### src/rtl/par8_slave.sv
// rtl/par8_slave.sv - Raspberry Pi 8-bit parallel bus endpoint: preamble alignment, write capture, read holding register
// Build option: define PAR8_TIMEOUT_EN to drop sync when bus_clk stays low for TIMEOUT_CYCLES.
module par8_slave #(
  parameter logic [7:0] SYNC_WORD0     = 8'hB8,
  parameter logic [7:0] SYNC_WORD1     = 8'h8B,
  parameter int         STABLE_CYCLES  = 2,
  parameter int         TIMEOUT_CYCLES = 1024
) (
  input  logic       clk,
  input  logic       reset,
  input  logic       bus_clk,
  input  logic       bus_rnw,
  input  logic [7:0] bus_data_in,
  output logic [7:0] bus_data_out,
  output logic       bus_oe,
  output logic       synced,
  output logic [7:0] rx_data,
  output logic       rx_valid,
  input  logic [7:0] tx_data,
  input  logic       tx_valid,
  output logic       tx_ready,
  output logic       tx_underrun,
  output logic       sync_lost
);

  typedef enum logic [1:0] {HUNT0, HUNT1, SYNCED} state_t;

  localparam logic [3:0] STABLE_LAST = 4'(STABLE_CYCLES);

  state_t     state_q, state_d;
  logic [3:0] stable_q, stable_d;
  logic       clk_s1_q, clk_s1_d, clk_s2_q, clk_s2_d, clk_s3_q, clk_s3_d;
  logic       rnw_s1_q, rnw_s1_d, rnw_s2_q, rnw_s2_d;
  logic [7:0] data_s1_q, data_s1_d, data_s2_q, data_s2_d;
  logic [7:0] hold_q, hold_d;
  logic       hold_full_q, hold_full_d;
  logic [7:0] dout_q, dout_d;
  logic [7:0] rx_data_q, rx_data_d;
  logic       rx_valid_q, rx_valid_d;
  logic       underrun_q, underrun_d;
  logic       bus_rise, bus_fall;

  // Edges come from the second and third bus_clk stages; data/rnw use the second stage.
  assign bus_rise = clk_s2_q & ~clk_s3_q;
  assign bus_fall = ~clk_s2_q & clk_s3_q;

`ifdef PAR8_TIMEOUT_EN
  localparam int TO_W = $clog2(TIMEOUT_CYCLES + 1);
  localparam logic [TO_W-1:0] TO_LAST = TO_W'(TIMEOUT_CYCLES);

  logic [TO_W-1:0] to_cnt_q, to_cnt_d, to_next;
  logic            sync_lost_q, sync_lost_d;
`else
  logic unused_timeout;
  assign unused_timeout = ^TIMEOUT_CYCLES;
`endif

  always_comb begin
    state_d     = state_q;
    stable_d    = stable_q;
    clk_s1_d    = bus_clk;
    clk_s2_d    = clk_s1_q;
    clk_s3_d    = clk_s2_q;
    rnw_s1_d    = bus_rnw;
    rnw_s2_d    = rnw_s1_q;
    data_s1_d   = bus_data_in;
    data_s2_d   = data_s1_q;
    hold_d      = hold_q;
    hold_full_d = hold_full_q;
    dout_d      = dout_q;
    rx_data_d   = rx_data_q;
    rx_valid_d  = 1'b0;
    underrun_d  = 1'b0;

    case (state_q)
      HUNT0: begin
        if (clk_s2_q && data_s2_q == SYNC_WORD0) begin
          if (stable_q + 4'd1 == STABLE_LAST) begin
            state_d  = HUNT1;
            stable_d = '0;
          end else begin
            stable_d = stable_q + 4'd1;
          end
        end else begin
          stable_d = '0;
        end
      end
      HUNT1: begin
        if (data_s2_q == SYNC_WORD1) begin
          if (stable_q + 4'd1 == STABLE_LAST) begin
            state_d  = SYNCED;
            stable_d = '0;
          end else begin
            stable_d = stable_q + 4'd1;
          end
        end else if (data_s2_q == SYNC_WORD0) begin
          stable_d = '0;
        end else begin
          state_d  = HUNT0;
          stable_d = '0;
        end
      end
      SYNCED: begin
        if (bus_rise && !rnw_s2_q) begin
          rx_data_d  = data_s2_q;
          rx_valid_d = 1'b1;
        end
        if (bus_fall && rnw_s2_q) begin
          if (hold_full_q) begin
            dout_d      = hold_q;
            hold_full_d = 1'b0;
          end else begin
            dout_d     = 8'h00;
            underrun_d = 1'b1;
          end
        end
      end
      default: begin
        state_d  = HUNT0;
        stable_d = '0;
      end
    endcase

    // A load accepted on the same cycle as an empty-register read lands for the next read.
    if (tx_valid && !hold_full_q) begin
      hold_d      = tx_data;
      hold_full_d = 1'b1;
    end

`ifdef PAR8_TIMEOUT_EN
    to_cnt_d    = '0;
    sync_lost_d = 1'b0;
    to_next     = to_cnt_q + TO_W'(1);
    if (state_q == SYNCED && !clk_s2_q) begin
      if (to_next == TO_LAST) begin
        state_d     = HUNT0;
        stable_d    = '0;
        hold_full_d = 1'b0;
        sync_lost_d = 1'b1;
      end else begin
        to_cnt_d = to_next;
      end
    end
`endif
  end

  always_ff @(posedge clk or negedge reset) begin
    if (!reset) begin
      state_q     <= HUNT0;
      stable_q    <= '0;
      clk_s1_q    <= 1'b0;
      clk_s2_q    <= 1'b0;
      clk_s3_q    <= 1'b0;
      rnw_s1_q    <= 1'b0;
      rnw_s2_q    <= 1'b0;
      data_s1_q   <= '0;
      data_s2_q   <= '0;
      hold_q      <= '0;
      hold_full_q <= 1'b0;
      dout_q      <= '0;
      rx_data_q   <= '0;
      rx_valid_q  <= 1'b0;
      underrun_q  <= 1'b0;
`ifdef PAR8_TIMEOUT_EN
      to_cnt_q    <= '0;
      sync_lost_q <= 1'b0;
`endif
    end else begin
      state_q     <= state_d;
      stable_q    <= stable_d;
      clk_s1_q    <= clk_s1_d;
      clk_s2_q    <= clk_s2_d;
      clk_s3_q    <= clk_s3_d;
      rnw_s1_q    <= rnw_s1_d;
      rnw_s2_q    <= rnw_s2_d;
      data_s1_q   <= data_s1_d;
      data_s2_q   <= data_s2_d;
      hold_q      <= hold_d;
      hold_full_q <= hold_full_d;
      dout_q      <= dout_d;
      rx_data_q   <= rx_data_d;
      rx_valid_q  <= rx_valid_d;
      underrun_q  <= underrun_d;
`ifdef PAR8_TIMEOUT_EN
      to_cnt_q    <= to_cnt_d;
      sync_lost_q <= sync_lost_d;
`endif
    end
  end

  assign synced       = (state_q == SYNCED);
  assign bus_oe       = synced && rnw_s2_q;
  assign bus_data_out = dout_q;
  assign rx_data      = rx_data_q;
  assign rx_valid     = rx_valid_q;
  assign tx_ready     = !hold_full_q;
  assign tx_underrun  = underrun_q;
`ifdef PAR8_TIMEOUT_EN
  assign sync_lost    = sync_lost_q;
`else
  assign sync_lost    = 1'b0;
`endif

endmodule
### config.mk
export PLATFORM = sky130hd
export DESIGN_NAME = par8_slave
export DESIGN_NICKNAME = d
export VERILOG_FILES = /design/src/rtl/par8_slave.sv
export SDC_FILE = /design/constraint.sdc
export NUM_CORES = 1
export LEC_CHECK = 0
export ABC_CLOCK_PERIOD_IN_PS = 1890
export BUFFER_PORTS_ARGS = -buffer_cell sky130_fd_sc_hd__buf_2
export CAP_MARGIN = 10
export CORE_UTILIZATION = 52
export DETAILED_ROUTE_END_ITERATION = 7
export MAX_ROUTING_LAYER = met4
export PLACE_DENSITY = 0.84
export SYNTH_ARGS = -nofsm -noshare
export SYNTH_HDL_FRONTEND = slang
export SYNTH_SLANG_ARGS = --single-unit
### constraint.sdc
create_clock -name clk -period 1.89 [get_ports clk]
set_clock_uncertainty 0.1 [all_clocks]
set_input_delay 0.0945 -clock clk [delete_from_list [all_inputs] [get_ports clk]]
set_output_delay 0.0945 -clock clk [all_outputs]
set_load 0.005 [all_outputs]
# --- After elaboration in Yosys (flattened, before gate mapping) ---
# Cells that the tools add are included.
totals:
  reg_bits: 54
  out_inout_bits: 22
  word_cells: 63
op_classes:
  addsub: 1
  n_eq_ne: 9
  muxes: 19
  bitwise_logic: 5
  reduce_logical: 14
ops:
  columns: ["op", "count"]
  rows:
  - ["$eq 8x8->1 const B", 2]
  - ["$mux 4", 3]
  - ["$pmux 4 s3", 1]
  - ["$mux 2", 5]
  - ["$mux 1", 8]
  - ["$mux 8", 1]
  - ["$ne 3x3->1 const B", 2]
  - ["$pmux 2 s3", 1]
  - ["$reduce_and 2->1", 3]
  - ["$logic_and 1x1->1", 5]
  - ["$reduce_and 5->1", 1]
  - ["$add 4x1->4 const B", 1]
  - ["$eq 4x2->1 const B", 1]
  - ["$ne 2x2->1 const B", 2]
  - ["$reduce_bool 2->1", 2]
  - ["$not 1->1", 3]
  - ["$and 1x1->1", 2]
  - ["$eq 2x1->1 const B", 1]
  - ["$eq 2x2->1 const B", 1]
  - ["$logic_not 1->1", 2]
  - ["$logic_not 2->1", 1]

# --- Depth between registers and ports, before layout ---
logic_depth:
  ltp_word: 6
  ltp_mapped: 6
  depth_no_buf: 6

# --- Least setup slack after synthesis ---
# OpenSTA, ideal clock, no wires.
synth_path:
  path_type: "reg2reg"
  from: "register stable_q[0]"
  to: "register state_q[0]"
  setup_time_ns: 0.082
  t_arrival_ns: 1.424
  t_required_ns: 1.708
  path_slack_ns: 0.284
  stages_incl_launch_ff: 6
  period_less_slack_ns: 1.606
  path_cell_list: "dfrtp_1 ha_1 nor4b_1 a31o_2 nand4b_1 a31oi_1"
synth_between:
  elab_chain_cells: 4
synth_rtl:
  columns: ["item", "line_no", "rtl"]
  rows:
  - ["start: declaration", "31", "logic [3:0] stable_q, stable_d;"]
  - ["start signal: assignment", "170", "stable_q <= stable_d;"]
  - ["$add 4x1->4 (*)", "78, 90", null]
  - ["$eq 4x2->1 (*)", "78, 90", null]
  - ["$ne 3x3->1 (no source line) / $ne 2x2->1 (equally long branches)", null, null]
  - ["$reduce_and 5->1 (no source line) (*)", null, null]
  - ["end signal: assignment", "169", "state_q <= state_d;"]
  - ["end: declaration", "30", "state_t state_q, state_d;"]
# Mark *: on every way between the ends. The rest lies on a longest branch, timed or not.
# A chain may end at the register's enable or synchronous reset.

# --- Worst setup path after layout ---
# Same ends and word-level chain as after synthesis.

==> impl.org <==
** Critical path
- Counting cells, the worst reg-to-reg path comes to 5.
- Among all stages on the critical path, the largest delay is contributed by dfrtp_1.
- Chain of cells forming the critical path :: ha_1, nor4b_2, a31o_2, nand4b_1, a31oi_1
- The cell family contributing the most delay on the critical path is simple AND/OR/NAND/NOR gates.
- Type of origin of the critical path :: register
- Endpoint required time on the critical path :: 2.01 ns
- The worst setup path is captured at a register.
- The endpoint identified for the worst register-to-register timing path is state_q[0]$_DFFE_PN0P_.
- Data arrival time of the critical path :: 1.86 ns
- Peak fanout along the critical path :: 7
- The worst register-to-register path begins at stable_q[0]$_DFFE_PN0N_.
- Critical path buffers and inverters :: 0
- Worst setup startpoint :: stable_q[0]$_DFFE_PN0N_
- Largest stage delay on the critical path :: 0.45 ns
- Classification of the worst setup path :: register to register
- Worst reg2reg setup slack :: 0.15 ns

** Floorplanning
- Placement Rows :: 22
- Die outline width :: 63.8 um
- DIE AREA :: 4070 sq um
- The initial utilization of the core area, before any placement, comes to 0.542.
- In this run the vertical extent of the chip is 63.8 um.
- 43 I/O pins were placed.
- Core ar. :: 3660 sq um

** Synth
- Yosys warnings :: 0
- In the synthesized netlist the dominant register cell turns out to be dfrtp_1.
- For this run, the register share of the synthesized area comes to 0.681.
- Synth Net Count :: 168
- Synth cell types :: 38
- Flop and latch count out of synthesis :: 54
- Average size of a mapped cell :: 13.7 sq um
- Number of instances in the synthesized netlist :: 145
- EDFF count, synth :: 0
- Of all flip-flops after synthesis, the portion carrying an async set or reset was 1.00.
- Netlist Area Pre-Place :: 1980 sq um

** Route
- Via count of the routed design :: 1327
- In this run, the number of DRC markers left after iteration 0 of detailed routing was 60.
- Total length of routed wires :: 3960 um
- Routed wirelength normalized by instance count :: 15.3 um
- Post-DR vias/cell :: 5.12
- Remaining number of nets flagged by the antenna check after routing :: 0
- Count of TritonRoute iterations in the first routing pass :: 4
- After detailed routing, the number of remaining DRC violations is 0.

** Layout
- Leaving out fill and tap cells, the most frequent cell in the layout is dfrtp_1.
- At the end of the flow, the number of nets in the layout was 234.
- The repair_antennas step left the layout with diodes totalling 0.
- In the layout the commonest cells are dfrtp_1, buf_2, nand2_1.
- Layout-stage area growth over the synthesis result :: 27.2%
- Share of layout cells above drive strength 1 :: 0.365

** Power and ir drop
- Power spread over the standard cell area amounts to 827 nW/um^2.
- VDD sags by at most 0.553 mV.
- Total Power :: 2090 uW
- Standby leakage power :: 0.00127 uW

** Timing
- Setup repair after global routing missed its margin :: false
- Finish-stage setup viols :: 0
- Pins over their slew limit :: 0
- Part of the cycle the worst path needs :: 0.922
- Fin crit period :: 1.74 ns
- Achievable Freq :: 0.574 GHz
- After routing, the total negative slack on setup checks comes to 0 ns.
- Number of hold violations in the final report :: 0
- Across all setup checks in the final design, the least slack found is 0.147 ns.

** GRT
- After global routing the overflow that remains totals 0.
- The initial antenna violation count was 0.
- Entering global routing, the biggest net connects 22 pins.
- The via count of the first global-routing pass was 1407.
- Global-route wire length before repair :: 6550 um
- Total global routing track utilization :: 0.224

** Clock network
- The root buffer cell chosen for the clock tree is clkbuf_8.
- The clock reaches the later pin of the worst-skew pair after 0.30 ns.
- TritonCTS built the clock tree.
- In this run, CTS created clock tree buffers numbering 5.
- After clock tree synthesis, the clock-pin slew on the worst setup and hold paths is 0.09 ns.
- Worst-case clock buffer depth :: 2
- The H-tree generated during clock tree synthesis spans 2 levels.
- Number of clock sinks :: 54

** Run status
- The flow ran to the end, and the final reports show no timing, DRC or antenna violations.

** Min path
- The min-delay analysis places its worst path in the category primary input to asynchronous set/reset pin.

** Job
- Count of max-cap constraint violations :: 0

** Placement
- Worst setup timing slack at the placement stage :: 0.0787 ns
- Routability Congestion :: 0.920
- HPWL reported at the end of detailed placement :: 2520 um
- The count of buffers added on input and output ports is 41.
[worst reg2reg max path, stage by stage, from the launching register on]
cell	delay [ns]
dfrtp_1	0.45
ha_1	0.28
nor4b_2	0.35
a31o_2	0.19
nand4b_1	0.11
a31oi_1	0.19
[how the worst max path moves through the flow]
| stage | to | slack, ns | depth (start not counted) |
|---|---|---|---|
| 2_1_floorplan | state_q[0]$_DFFE_PN0P_ | 0.28 | 5 |
| 3_3_place_gp | state_q[0]$_DFFE_PN0P_ | 0.24 | 5 |
| 3_5_place_dp | state_q[0]$_DFFE_PN0P_ | 0.08 | 5 |
| 4_1_cts | state_q[0]$_DFFE_PN0P_ | 0.08 | 5 |
| 5_1_grt | state_q[0]$_DFFE_PN0P_ | 0.01 | 5 |
| 6_report | state_q[0]$_DFFE_PN0P_ | 0.15 | 5 |
[metrics by stage]
step                 util  hold slack, ns  area, sq um  cells
finish              0.690           0.172         2520    259
global route        0.690           0.218         2520    259
CTS                 0.688           0.180         2520    259
detailed placement  0.614         -0.0313         2250    233
global placement    0.614         -0.0440         2250    233
floorplan               -          -0.301         1980    145
[registers in the layout, indices dropped and copies added (netlist names)]
signal	flops
stable_q	4
clk_s1_q	1
clk_s2_q	1
tx_underrun	1
hold_q	8
data_s1_q	8
hold_full_q	1
rx_data	8
data_s2_q	8
rx_valid	1
rnw_s1_q	1
bus_data_out	8
state_q	2
clk_s3_q	1
rnw_s2_q	1
[cell type report]
| class | instances | area [sq um] |
|---|---|---|
| sequential | 54 | 1350 |
| fill | 247 | 1140 |
| multi-input combinational | 81 | 589 |
| timing repair buffer | 64 | 425 |
| clock buffer | 6 | 72.6 |
| tap | 48 | 60.1 |
| inverter | 5 | 18.8 |
| clock inverter | 1 | 7.51 |
[power breakdown]
| group | total (uW) | internal [uW] | switching (uW) |
|---|---|---|---|
| Clock | 590 | 255 | 335 |
| Sequential | 1300 | 1250 | 54.6 |
| Combinational | 199 | 116 | 83.3 |
[synth_stat cells (all sizes together) (3+ instances only)]
cell,number,area (sq um)
buf,3,23.8
nand2,20,75.1
mux2,16,180
inv,5,18.8
nand3b,3,26.3
nor2,3,11.3
o21ai,9,45.0
dfrtp,54,1350
[timing repair]
| action | CTS | global route |
|---|---|---|
| resized for setup | 0 | 1 |
| buffers inserted | 0 | 0 |
| hold buffers | 19 | 0 |
| setup endpoints to repair | 0 | 1 |
| hold endpoints to repair | 37 | 0 |
[layer usage]
layer  GRT usage  part of all wire  vias to the layer above
met4      0.0852             0.012                        0
li1            -                 -                      624
met2       0.374              0.55                       47
met3      0.0500             0.043                        6
met5           -                 0                        -
met1       0.266              0.39                      650
[cell families after synthesis]
logic type	Yosys count	synth area share
DFF	54	0.681
other	1	0.00189
adders and majority gates	2	0.0126
AOI/OAI and AO/OA	20	0.0675
and+or+nand+nor	41	0.117
xor gates and xnor gates	1	0.00441
muxes	16	0.0908
buffers and inverters	10	0.0252
Note: power is estimated with default switching activity, not from simulation.
